`src/rtl/ahfp_cordic_pkg.sv`:
```
// Shared constants for the ahfp_cordic family: angle/gain tables, FSM encoding, float field layout.
package ahfp_cordic_pkg;

  typedef enum logic [2:0] {
    ST_IDLE  = 3'd0,
    ST_CONV  = 3'd1,
    ST_ITER  = 3'd2,
    ST_SCALE = 3'd3,
    ST_PACK  = 3'd4,
    ST_DONE  = 3'd5
  } cordic_state_e;

  localparam int F32_MAN_W = 23;
  localparam int F32_BIAS  = 127;
  localparam logic [7:0] F32_ERR_EXP = 8'd132;

  // Constants are kept in Q.30 and rounded down to the datapath precision (FRAC <= 29).
  localparam int          TBL_FRAC = 30;
  localparam logic [63:0] K_TBL    = 64'd652032874;
  localparam logic [63:0] PI_TBL   = 64'd3373259426;

  function automatic logic [63:0] atan_tbl(input logic [4:0] idx);
    case (idx)
      5'd0:    atan_tbl = 64'd843314856;
      5'd1:    atan_tbl = 64'd497837829;
      5'd2:    atan_tbl = 64'd263043836;
      5'd3:    atan_tbl = 64'd133525158;
      5'd4:    atan_tbl = 64'd67021686;
      5'd5:    atan_tbl = 64'd33543515;
      5'd6:    atan_tbl = 64'd16775850;
      5'd7:    atan_tbl = 64'd8388437;
      5'd8:    atan_tbl = 64'd4194282;
      5'd9:    atan_tbl = 64'd2097149;
      5'd10:   atan_tbl = 64'd1048576;
      // atan(2^-i) equals 2^-i to within half a Q.30 LSB from here on
      default: atan_tbl = 64'd1 << (5'd30 - idx);
    endcase
  endfunction

endpackage

```
`src/rtl/ahfp_fix2float.sv`:
```
// Signed W-bit fixed point with FRAC fractional bits -> IEEE-754 single, round toward zero.
module ahfp_fix2float
  import ahfp_cordic_pkg::*;
#(
  parameter int W    = 32,
  parameter int FRAC = 24
) (
  input  logic signed [W-1:0] fix,
  output logic        [31:0]  flt
);
  localparam int PW = $clog2(W);

  logic [W-1:0]           abs_s;
  logic [W-1:0]           norm_s;
  logic [PW-1:0]          lead_s;
  logic [7:0]             exp_s;
  logic [F32_MAN_W-1:0]   man_s;

  // leading-one detect, normalise and truncate the mantissa
  always_comb begin
    abs_s  = fix[W-1] ? unsigned'(-fix) : unsigned'(fix);
    lead_s = '0;
    for (int k = 0; k < W; k++) begin
      lead_s = abs_s[k] ? PW'(k) : lead_s;
    end
    norm_s = abs_s << (PW'(W - 1) - lead_s);
    man_s  = F32_MAN_W'({norm_s, 23'd0} >> (W - 1));
    exp_s  = 8'(int'(lead_s) + F32_BIAS - FRAC);
    if (abs_s == '0) begin
      flt = 32'd0;
    end else begin
      flt = {fix[W-1], exp_s, man_s};
    end
  end

endmodule

```
`src/rtl/ahfp_cordic_vector.sv`:
```
// Vectoring CORDIC: IEEE-754 (x, y) -> magnitude and atan2(y, x), one micro-rotation per clock.
module ahfp_cordic_vector
  import ahfp_cordic_pkg::*;
#(
  parameter int ITER = 24,
  parameter int FRAC = 24
) (
  input  logic        clk,
  input  logic        reset,
  input  logic        in_valid,
  output logic        in_ready,
  input  logic [31:0] x_in,
  input  logic [31:0] y_in,
  output logic        out_valid,
  input  logic        out_ready,
  output logic [31:0] mag,
  output logic [31:0] angle,
  output logic        err
);
  localparam int W  = FRAC + 8;
  localparam int IW = (ITER > 1) ? $clog2(ITER) : 1;
  localparam int SH = TBL_FRAC - FRAC;
  localparam logic [63:0] RND = 64'd1 << (SH - 1);
  localparam logic signed [W-1:0] K_FIX  = $signed(W'((K_TBL + RND) >> SH));
  localparam logic signed [W-1:0] PI_FIX = $signed(W'((PI_TBL + RND) >> SH));

  cordic_state_e         state_r;
  logic [31:0]           xin_r, yin_r;
  logic signed [W-1:0]   x_r, y_r, z_r;
  logic [IW-1:0]         i_r;
  logic                  err_r, zero_r;

  logic signed [W-1:0]   xf_s, yf_s, x_nx_s, y_nx_s, z_nx_s, x_scl_s, atan_s;
  logic signed [2*W-1:0] xw_s, kw_s, prod_s;
  logic [31:0]           mag_s, ang_s;

  // Float -> Q(W-FRAC).FRAC, truncating toward zero; exp==0 flushes to zero.
  function automatic logic signed [W-1:0] to_fix(input logic [31:0] f);
    logic [W-1:0] m;
    logic [23:0]  man;
    int           sh;
    man = {1'b1, f[22:0]};
    sh  = int'(f[30:23]) - 150 + FRAC;
    if (f[30:23] == 8'd0) begin
      m = '0;
    end else if (sh >= 0) begin
      m = W'(man) << sh;
    end else if (sh > -24) begin
      m = W'(man >> (-sh));
    end else begin
      m = '0;
    end
    to_fix = f[31] ? -$signed(m) : $signed(m);
  endfunction

  // operand conversion, micro-rotation step and gain correction
  always_comb begin
    xf_s   = to_fix(xin_r);
    yf_s   = to_fix(yin_r);
    atan_s = $signed(W'((atan_tbl(5'(i_r)) + RND) >> SH));
    if (!y_r[W-1]) begin
      x_nx_s = x_r + (y_r >>> i_r);
      y_nx_s = y_r - (x_r >>> i_r);
      z_nx_s = z_r + atan_s;
    end else begin
      x_nx_s = x_r - (y_r >>> i_r);
      y_nx_s = y_r + (x_r >>> i_r);
      z_nx_s = z_r - atan_s;
    end
    xw_s    = {{W{x_r[W-1]}}, x_r};
    kw_s    = {{W{K_FIX[W-1]}}, K_FIX};
    prod_s  = xw_s * kw_s;
    x_scl_s = W'(prod_s >>> FRAC);
  end

  ahfp_fix2float #(.W(W), .FRAC(FRAC)) u_mag_pack (.fix(x_r), .flt(mag_s));
  ahfp_fix2float #(.W(W), .FRAC(FRAC)) u_ang_pack (.fix(z_r), .flt(ang_s));

  // control FSM with registered handshake and result outputs
  always_ff @(posedge clk or posedge reset) begin
    if (reset) begin
      state_r   <= ST_IDLE;
      in_ready  <= 1'b1;
      out_valid <= 1'b0;
      mag       <= 32'd0;
      angle     <= 32'd0;
      err       <= 1'b0;
      xin_r     <= 32'd0;
      yin_r     <= 32'd0;
      x_r       <= '0;
      y_r       <= '0;
      z_r       <= '0;
      i_r       <= '0;
      err_r     <= 1'b0;
      zero_r    <= 1'b0;
    end else begin
      case (state_r)
        ST_IDLE: begin
          if (in_valid) begin
            xin_r    <= x_in;
            yin_r    <= y_in;
            in_ready <= 1'b0;
            state_r  <= ST_CONV;
          end
        end
        ST_CONV: begin
          err_r  <= (xin_r[30:23] >= F32_ERR_EXP) || (yin_r[30:23] >= F32_ERR_EXP);
          // atan2(0,0) would otherwise collect the whole angle table
          zero_r <= (xf_s == '0) && (yf_s == '0);
          if (xf_s[W-1]) begin
            x_r <= -xf_s;
            y_r <= -yf_s;
            z_r <= yf_s[W-1] ? -PI_FIX : PI_FIX;
          end else begin
            x_r <= xf_s;
            y_r <= yf_s;
            z_r <= '0;
          end
          i_r     <= '0;
          state_r <= ST_ITER;
        end
        ST_ITER: begin
          x_r <= x_nx_s;
          y_r <= y_nx_s;
          z_r <= z_nx_s;
          if (i_r == IW'(ITER - 1)) begin
            state_r <= ST_SCALE;
          end else begin
            i_r <= i_r + IW'(1);
          end
        end
        ST_SCALE: begin
          x_r     <= x_scl_s;
          state_r <= ST_PACK;
        end
        ST_PACK: begin
          mag       <= err_r ? 32'd0 : mag_s;
          angle     <= (err_r || zero_r) ? 32'd0 : ang_s;
          err       <= err_r;
          out_valid <= 1'b1;
          state_r   <= ST_DONE;
        end
        ST_DONE: begin
          if (out_ready) begin
            out_valid <= 1'b0;
            in_ready  <= 1'b1;
            state_r   <= ST_IDLE;
          end
        end
        default: begin
          out_valid <= 1'b0;
          in_ready  <= 1'b1;
          state_r   <= ST_IDLE;
        end
      endcase
    end
  end

endmodule

```
`config.mk`:
```
export PLATFORM = sky130hd
export DESIGN_NAME = ahfp_cordic_vector
export DESIGN_NICKNAME = d
export VERILOG_FILES = /design/src/rtl/ahfp_cordic_pkg.sv /design/src/rtl/ahfp_fix2float.sv /design/src/rtl/ahfp_cordic_vector.sv
export SDC_FILE = /design/constraint.sdc
export NUM_CORES = 2
export LEC_CHECK = 0
export BUFFER_PORTS_ARGS = -buffer_cell sky130_fd_sc_hd__buf_4
export CAP_MARGIN = 30
export CORE_AREA = 3 3 329 331
export DETAILED_ROUTE_END_ITERATION = 7
export DIE_AREA = 0 0 332 334
export PLACE_DENSITY = 0.67
export SLEW_MARGIN = 10
export SYNTH_ARGS = -nofsm -noshare
export SYNTH_HDL_FRONTEND = slang
export SYNTH_SLANG_ARGS = --single-unit
```
`constraint.sdc`:
```
create_clock -name clk -period 12 [get_ports clk]
set_input_delay 1.2 -clock clk [delete_from_list [all_inputs] [get_ports clk]]
set_output_delay 1.2 -clock clk [all_outputs]
set_load 0.005 [all_outputs]
```
## Yosys cells after proc, flatten, opt, wreduce, memory -nomap -nowiden

Index checks and enable logic that the tools add are counted.

| word-level totals | value |
|---|---|
| flip-flop bits (word level) | 237 |
| input port bits | 68 |
| word-level logic and storage cells | 197 |

| operators by class | value |
|---|---|
| add/subtract/negate cells | 27 |
| multiply operators | 1 |
| magnitude comparators | 6 |
| equality and inequality tests | 20 |
| shift operators | 9 |
| multiplexer cells | 98 |
| bitwise gates (word level) | 2 |
| reductions and logical operators | 20 |

Operators with widths:

| cell | count |
|---|---|
| 2-to-1 mux 32 bit | 21 |
| case mux 38 bit (11 select lines) | 1 |
| 2-to-1 mux 5 bit | 61 |
| negator 32 bit | 6 |
| zero test 32 bit | 4 |
| case mux 32 bit (2 select lines) | 2 |
| adder 32 bit | 3 |
| case mux 32 bit (3 select lines) | 1 |
| subtractor 32 bit | 3 |
| negator 10 -> 32 bit | 2 |
| left shift 24 x 32 -> 32 bit | 2 |
| left shift 32 x 5 -> 31 bit | 2 |
| >> shifter 24 x 32 -> 32 bit | 2 |
| >>> shifter 32 x 5 -> 32 bit | 2 |
| multiplier 32 x 24 -> 55 bit, second input constant | 1 |
| adder 38 x 6 -> 38 bit, second input constant | 1 |
| left shift 1 x 5 -> 38 bit, first input constant | 1 |
| adder 9 x 6 -> 10 bit, second input constant | 2 |
| equality test 5 x 3 -> 1 bit, second input constant | 4 |
| >= comparator 10 x 1 -> 1 bit, second input constant | 2 |
| > comparator 10 x 6 -> 1 bit, second input constant | 2 |
| case mux 3 bit (6 select lines) | 1 |
| subtractor 8 x 8 -> 9 bit, second input constant | 2 |
| adder 5 x 7 -> 8 bit, second input constant | 2 |
| other kinds (27) | 53 |

## Longest topological paths before layout

| depth | value |
|---|---|
| depth after elaboration | 37 |
| depth in mapped cells | 37 |

## Hierarchy

From an unflattened synthesis, not the netlist that was laid out.

| unflattened totals | value |
|---|---|
| cells, all modules | 6,696 |
| area, all modules | 54,902.7 µm² |

By module, submodules not included:

| module | times used | cells an instance | area each (µm²) | seq. area each (µm²) |
|---|---|---|---|---|
| ahfp_cordic_vector | 1 | 5,500 | 47,105.2 | 5,931.9 |
| ahfp_fix2float | 2 | 598 | 3,898.7 | 0.0 |

## Worst setup path before layout

Ideal clock, no wire load.

| path | value |
|---|---|
| path kind | flip-flop to flip-flop |
| from | reg x_r[31] |
| to | reg x_r[30] |
| setup time | 150 ps |
| data arrival time | 8,300 ps |
| required time | 11,850 ps |
| setup slack | 3,550 ps |
| cell stages (with the launch flop) | 27 |
| buffers on the path | 5 |
| clock period less this slack | 8,450 ps |
| path through | dfrtp_1 -> clkbuf_1 -> clkbuf_1 -> buf_1 -> clkbuf_1 -> buf_1 -> xor2_1 -> fa_1 -> fa_1 -> fa_1 -> fa_1 -> fa_1 -> inv_1 -> fa_1 -> ha_1 -> a21o_1 -> a21oi_1 -> o21ai_0 -> a31oi_1 -> or3_1 -> a21oi_1 -> o21ai_0 -> a31oi_1 -> a21oi_1 -> xnor2_1 -> a31oi_1 -> a41oi_1 |

| between the ends | value |
|---|---|
| word-level cells in the longest chain between the ends | 2 |

RTL lines:

| element | line | source |
|---|---|---|
| start, declared | ahfp_cordic_vector.sv:29 | `logic signed [W-1:0] x_r, y_r, z_r;` |
| start signal, assigned | ahfp_cordic_vector.sv:111 | `x_r <= -xf_s;` |
| start signal, assigned | ahfp_cordic_vector.sv:115 | `x_r <= xf_s;` |
| start signal, assigned | ahfp_cordic_vector.sv:123 | `x_r <= x_nx_s;` |
| multiplier 32 x 24 -> 55 bit | ahfp_cordic_vector.sv:72 | `prod_s = xw_s * kw_s;` |
| case mux 32 bit (3 select lines) | ahfp_cordic_vector.sv:97 | `case (state_r)` |

Every way passes these cells.
A chain may end at the register's enable or synchronous reset.

## Worst setup path in the final report

| path | value |
|---|---|
| from | reg xin_r[25] |
| to | reg zero_r |

| between the ends | value |
|---|---|
| word-level cells in the longest chain between the ends | 11 |
| elaborated cells on any way between the ends | 15 |
| those cells by class | add/sub: 4; order compare: 2; shift: 2; mux: 4; reduce/logical: 3 |

RTL lines:

| element | line | source |
|---|---|---|
| start, declared | ahfp_cordic_vector.sv:28 | `logic [31:0] xin_r, yin_r;` |
| start signal, assigned | ahfp_cordic_vector.sv:100 | `xin_r <= x_in;` |
| subtractor 8 x 8 -> 9 bit | ahfp_cordic_vector.sv:43 | `sh = int'(f[30:23]) - 150 + FRAC;` |
| adder 9 x 6 -> 10 bit | ahfp_cordic_vector.sv:43 |  |
| negator 10 -> 32 bit | ahfp_cordic_vector.sv:49 | `m = W'(man >> (-sh));` |
| >> shifter 24 x 32 -> 32 bit | ahfp_cordic_vector.sv:49 |  |
| 2-to-1 mux 32 bit | ahfp_cordic_vector.sv:48 | `end else if (sh > -24) begin` |
| 2-to-1 mux 32 bit | ahfp_cordic_vector.sv:46 | `end else if (sh >= 0) begin` |
| 2-to-1 mux 32 bit * | ahfp_cordic_vector.sv:44 | `if (f[30:23] == 8'd0) begin` |
| negator 32 bit | ahfp_cordic_vector.sv:53 | `to_fix = f[31] ? -$signed(m) : $signed(m);` |
| 2-to-1 mux 32 bit * | ahfp_cordic_vector.sv:53 |  |
| zero test 32 bit * | ahfp_cordic_vector.sv:109 | `zero_r <= (xf_s == '0) && (yf_s == '0);` |
| logical AND 1 bit * | ahfp_cordic_vector.sv:109 |  |
| end signal, assigned | ahfp_cordic_vector.sv:109 |  |
| end, declared | ahfp_cordic_vector.sv:31 | `logic err_r, zero_r;` |

Mark *: on every way between the ends. The rest lies on a longest branch, timed or not.

==> qor.csv <==
stage,metric,value,unit
route,First DRT Iteration DRCs,4592,
layout,Nets,7072,
clocking,CTS tree,built,
global_routing,vias in the first global route,46400,
worst_setup_path,Critical Path Sink,zero_r,
logic_synthesis,"FF+latch count, synth",237,
logic_synthesis,asr flop ratio synth,100,%
logic_synthesis,mapped cell area,0.0525,mm2
worst_setup_path,reg2reg path depth,30,
global_routing,largest net degree at the start of global routing,135,
logic_synthesis,Synth Flop Type,dfrtp_1,
worst_setup_path,"most used cell, CP",ha_1,
sta,Period minus WS final,9.59,ns
floorplan,die width,332,um
layout,# diodes,0,
route,Final ANT Viol Nets,0,
clocking,post-CTS sizing,0,
route,residual DRC count,0,
global_routing,overall global routing resource usage,30.0,%
logic_synthesis,Synth cell types,130,
sta,Worst-Margin Slew,1.04,ns
layout,Final Instance Area,0.0559,mm2
layout,layout cells sized above 1,11.4,%
flow_run,Max-cap violations,0,
logic_synthesis,"area leader, netlist",fa_1,
logic_synthesis,yosys synthesis warning count,0,
logic_synthesis,syn_area_per_cell,8.44,um2
worst_setup_path,worst r2r src,xin_r[25],
clocking,"Setup Fix Bufs, Post-CTS",0,
clocking,"CTS clk-pin slew, worst paths",0.07,ns
run_status,status,"finished, final reports clean",
sta,Setup Skew,0.0242,ns
logic_synthesis,register area share after synthesis,11.3,%
clocking,Clock Latency Late Sink,0.62,ns
sta,Final Hold Fails,0,
global_routing,first-pass GRT wire length,269000,um
logic_synthesis,syn nets,7142,
floorplan,Die Area,0.111,mm2
worst_setup_path,slowest CP cell,xor2_1,
sta,final setup fails,0,
sta,unrepaired setup endpoints after global routing,false,
worst_setup_path,Worst EP required,12.53,ns
floorplan,Starting Density,49.8,%
global_routing,GRT overflow,0,
worst_setup_path,Critical Path AT,10.12,ns
route,top layer in use,met4,
placement,Placed Area,0.0547,mm2
floorplan,Std-Cell Rows,119,
floorplan,die height,334,um
route,Vias,47500,
min_path,hold crit path type,register to register,
sta,Slew Limit Fails,0,
worst_setup_path,crit-path max FO,31,
worst_setup_path,max incr delay on CP,0.68,ns
sta,hold_ws,0.475,ns
min_path,hold depth,2,
route,DRT Wirelength,170000,um
sta,final worst-path cycle share,79.9,%
logic_synthesis,Post-Synthesis Cells,6220,
global_routing,initial antenna violation count,0,
clocking,CTS Buf Count,31,
logic_synthesis,most frequent cells after synthesis,"inv_1, nand2_1, nor2_1, ha_1, fa_1",
floorplan,I/O pins,135,
clocking,# H-tree levels,1,
placement,detailed placement HPWL,135000,um
sta,Slew Limit Headroom,28.6,%
placement,GPL Wtd Cong,0.984,
worst_setup_path,Critical path origin,xin_r[25],
clocking,clock buffer depth,3,
worst_setup_path,critical path class,register to register,
route,met1 WL,72100,um
clocking,"Hold-fix buffers, CTS",0,
worst_setup_path,reg-to-reg critical path endpoint,zero_r,
sta,setup_tns,0,ns
route,Met2 Wirelength,78700,um
worst_setup_path,Setup crit start kind,register,
clocking,Root Driver,clkbuf_16,
worst_setup_path,R2R setup slack,2.41,ns
floorplan,core area,0.105,mm2
placement,IO buf count,134,
logic_synthesis,most frequent cell after synthesis,inv_1,
layout,Final Util,53.0,%
worst_setup_path,crit end category,register,
clocking,clock sink count,237,
sta,Max Clk Rate,104,MHz
layout,Syn-to-layout area delta,6.34,%
route,Avg WL per Cell,22.5,um
route,met3 routed WL,11600,um
logic_synthesis,Synth top area share,15.9,%
route,1st-pass router iterations,6,
route,Via density,6.28,
logic_synthesis,Synth area leaders,"fa_1, dfrtp_1, ha_1, mux4_2, inv_1",
logic_synthesis,"EDFF count, synth",0,
area by class of cell:
cell class	count	area, um2
Clock buffer	37	838
Clock inverter	18	268
Fill cell	10000	49600
Inverter	660	2480
Multi-Input combinational cell	5001	42900
Sequential cell	237	5950
Tap cell	1391	1740
Timing Repair Buffer	219	1710
cell families (layout without fill, tap and decap cells):
group	after synthesis	in the layout	share of synthesized area, %
muxes	469	469	12.5
AOI/OAI and AO/OA	1563	1563	20.2
adders and majority gates	854	854	26.3
and+or+nand+nor	1707	1707	15.4
buffers and inverters	982	934	7.30
DFF	237	237	11.3
xor gates and xnor gates	408	408	7.03
sequential cells by signal (all words and copies together) (netlist names):
name	cells
out_valid	1
xin_r	32
err_r	1
yin_r	32
zero_r	1
angle	32
i_r	5
z_r	32
err	1
x_r	32
in_ready	1
state_r	3
y_r	32
mag	32
worst min path at each step:
stage / start / endpoint / slack [ns]
4_1_cts: angle[1] / angle[1] / 0.48
6_report: angle[1] / angle[1] / 0.48
3_5_place_dp: angle[1] / angle[1] / 0.46
5_1_grt: angle[1] / angle[1] / 0.50
2_1_floorplan: in_ready / in_ready / 0.46
3_3_place_gp: angle[1] / angle[1] / 0.46
cells in the final DEF (no fill, tap or decap), types with 21 or more instances in the layout:
cell type,count
or2_2,41
mux4_2,136
o41ai_1,34
nor3_1,120
o221ai_1,21
nand4_1,32
or3_1,52
nand2_1,574
nor2_1,440
buf_4,213
ha_1,437
inv_1,649
fa_1,417
a211oi_1,81
a31oi_1,96
nand3_1,125
mux2_2,134
and2_1,36
a21o_1,65
nand2b_1,53
nor2b_1,42
and3_1,54
dfrtp_1,226
a22o_1,21
a22oi_1,33
xnor2_1,249
nor4_1,35
o21ai_0,336
a21oi_1,340
mux2i_1,198
o211ai_1,65
clkbuf_16,31
xor2_1,145
o22ai_1,34
o21a_1,49
o31ai_1,53
per-layer routing:
| metal | GRT usage (%) | vias to the layer above |
|---|---|---|
| met3 | 3.11 | 395 |
| met2 | 49.5 | 2003 |
| li1 | - | 22000 |
| met4 | 11.0 | 0 |
| met5 | 0 | - |
| met1 | 41.0 | 23100 |
stage by stage:
| stage | cells | setup slack (ns) |
|---|---|---|
| after floorplan | 6220 | 3.55 |
| after global placement | 7502 | 2.65 |
| after detailed placement | 7505 | 2.62 |
| after CTS | 7560 | 2.55 |
| after global routing | 7563 | 1.72 |
| final | 7563 | 2.41 |
worst max-delay path, delay by kind of cell, from the launching register on:
kind / cells / cell delay [ns]
buffers and inverters: 4 / 1.22
AO/OA/AOI/OAI: 8 / 2.31
adder cells (fa/ha/maj): 4 / 1.55
flip-flops: 1 / 0.51
AND/OR/NAND/NOR: 11 / 2.84
multiplexers: 1 / 0.31
XOR/XNOR: 2 / 0.77
Power is not shown: default switching activity piles up to over one toggle a cycle in this logic, so the estimate is an artifact.
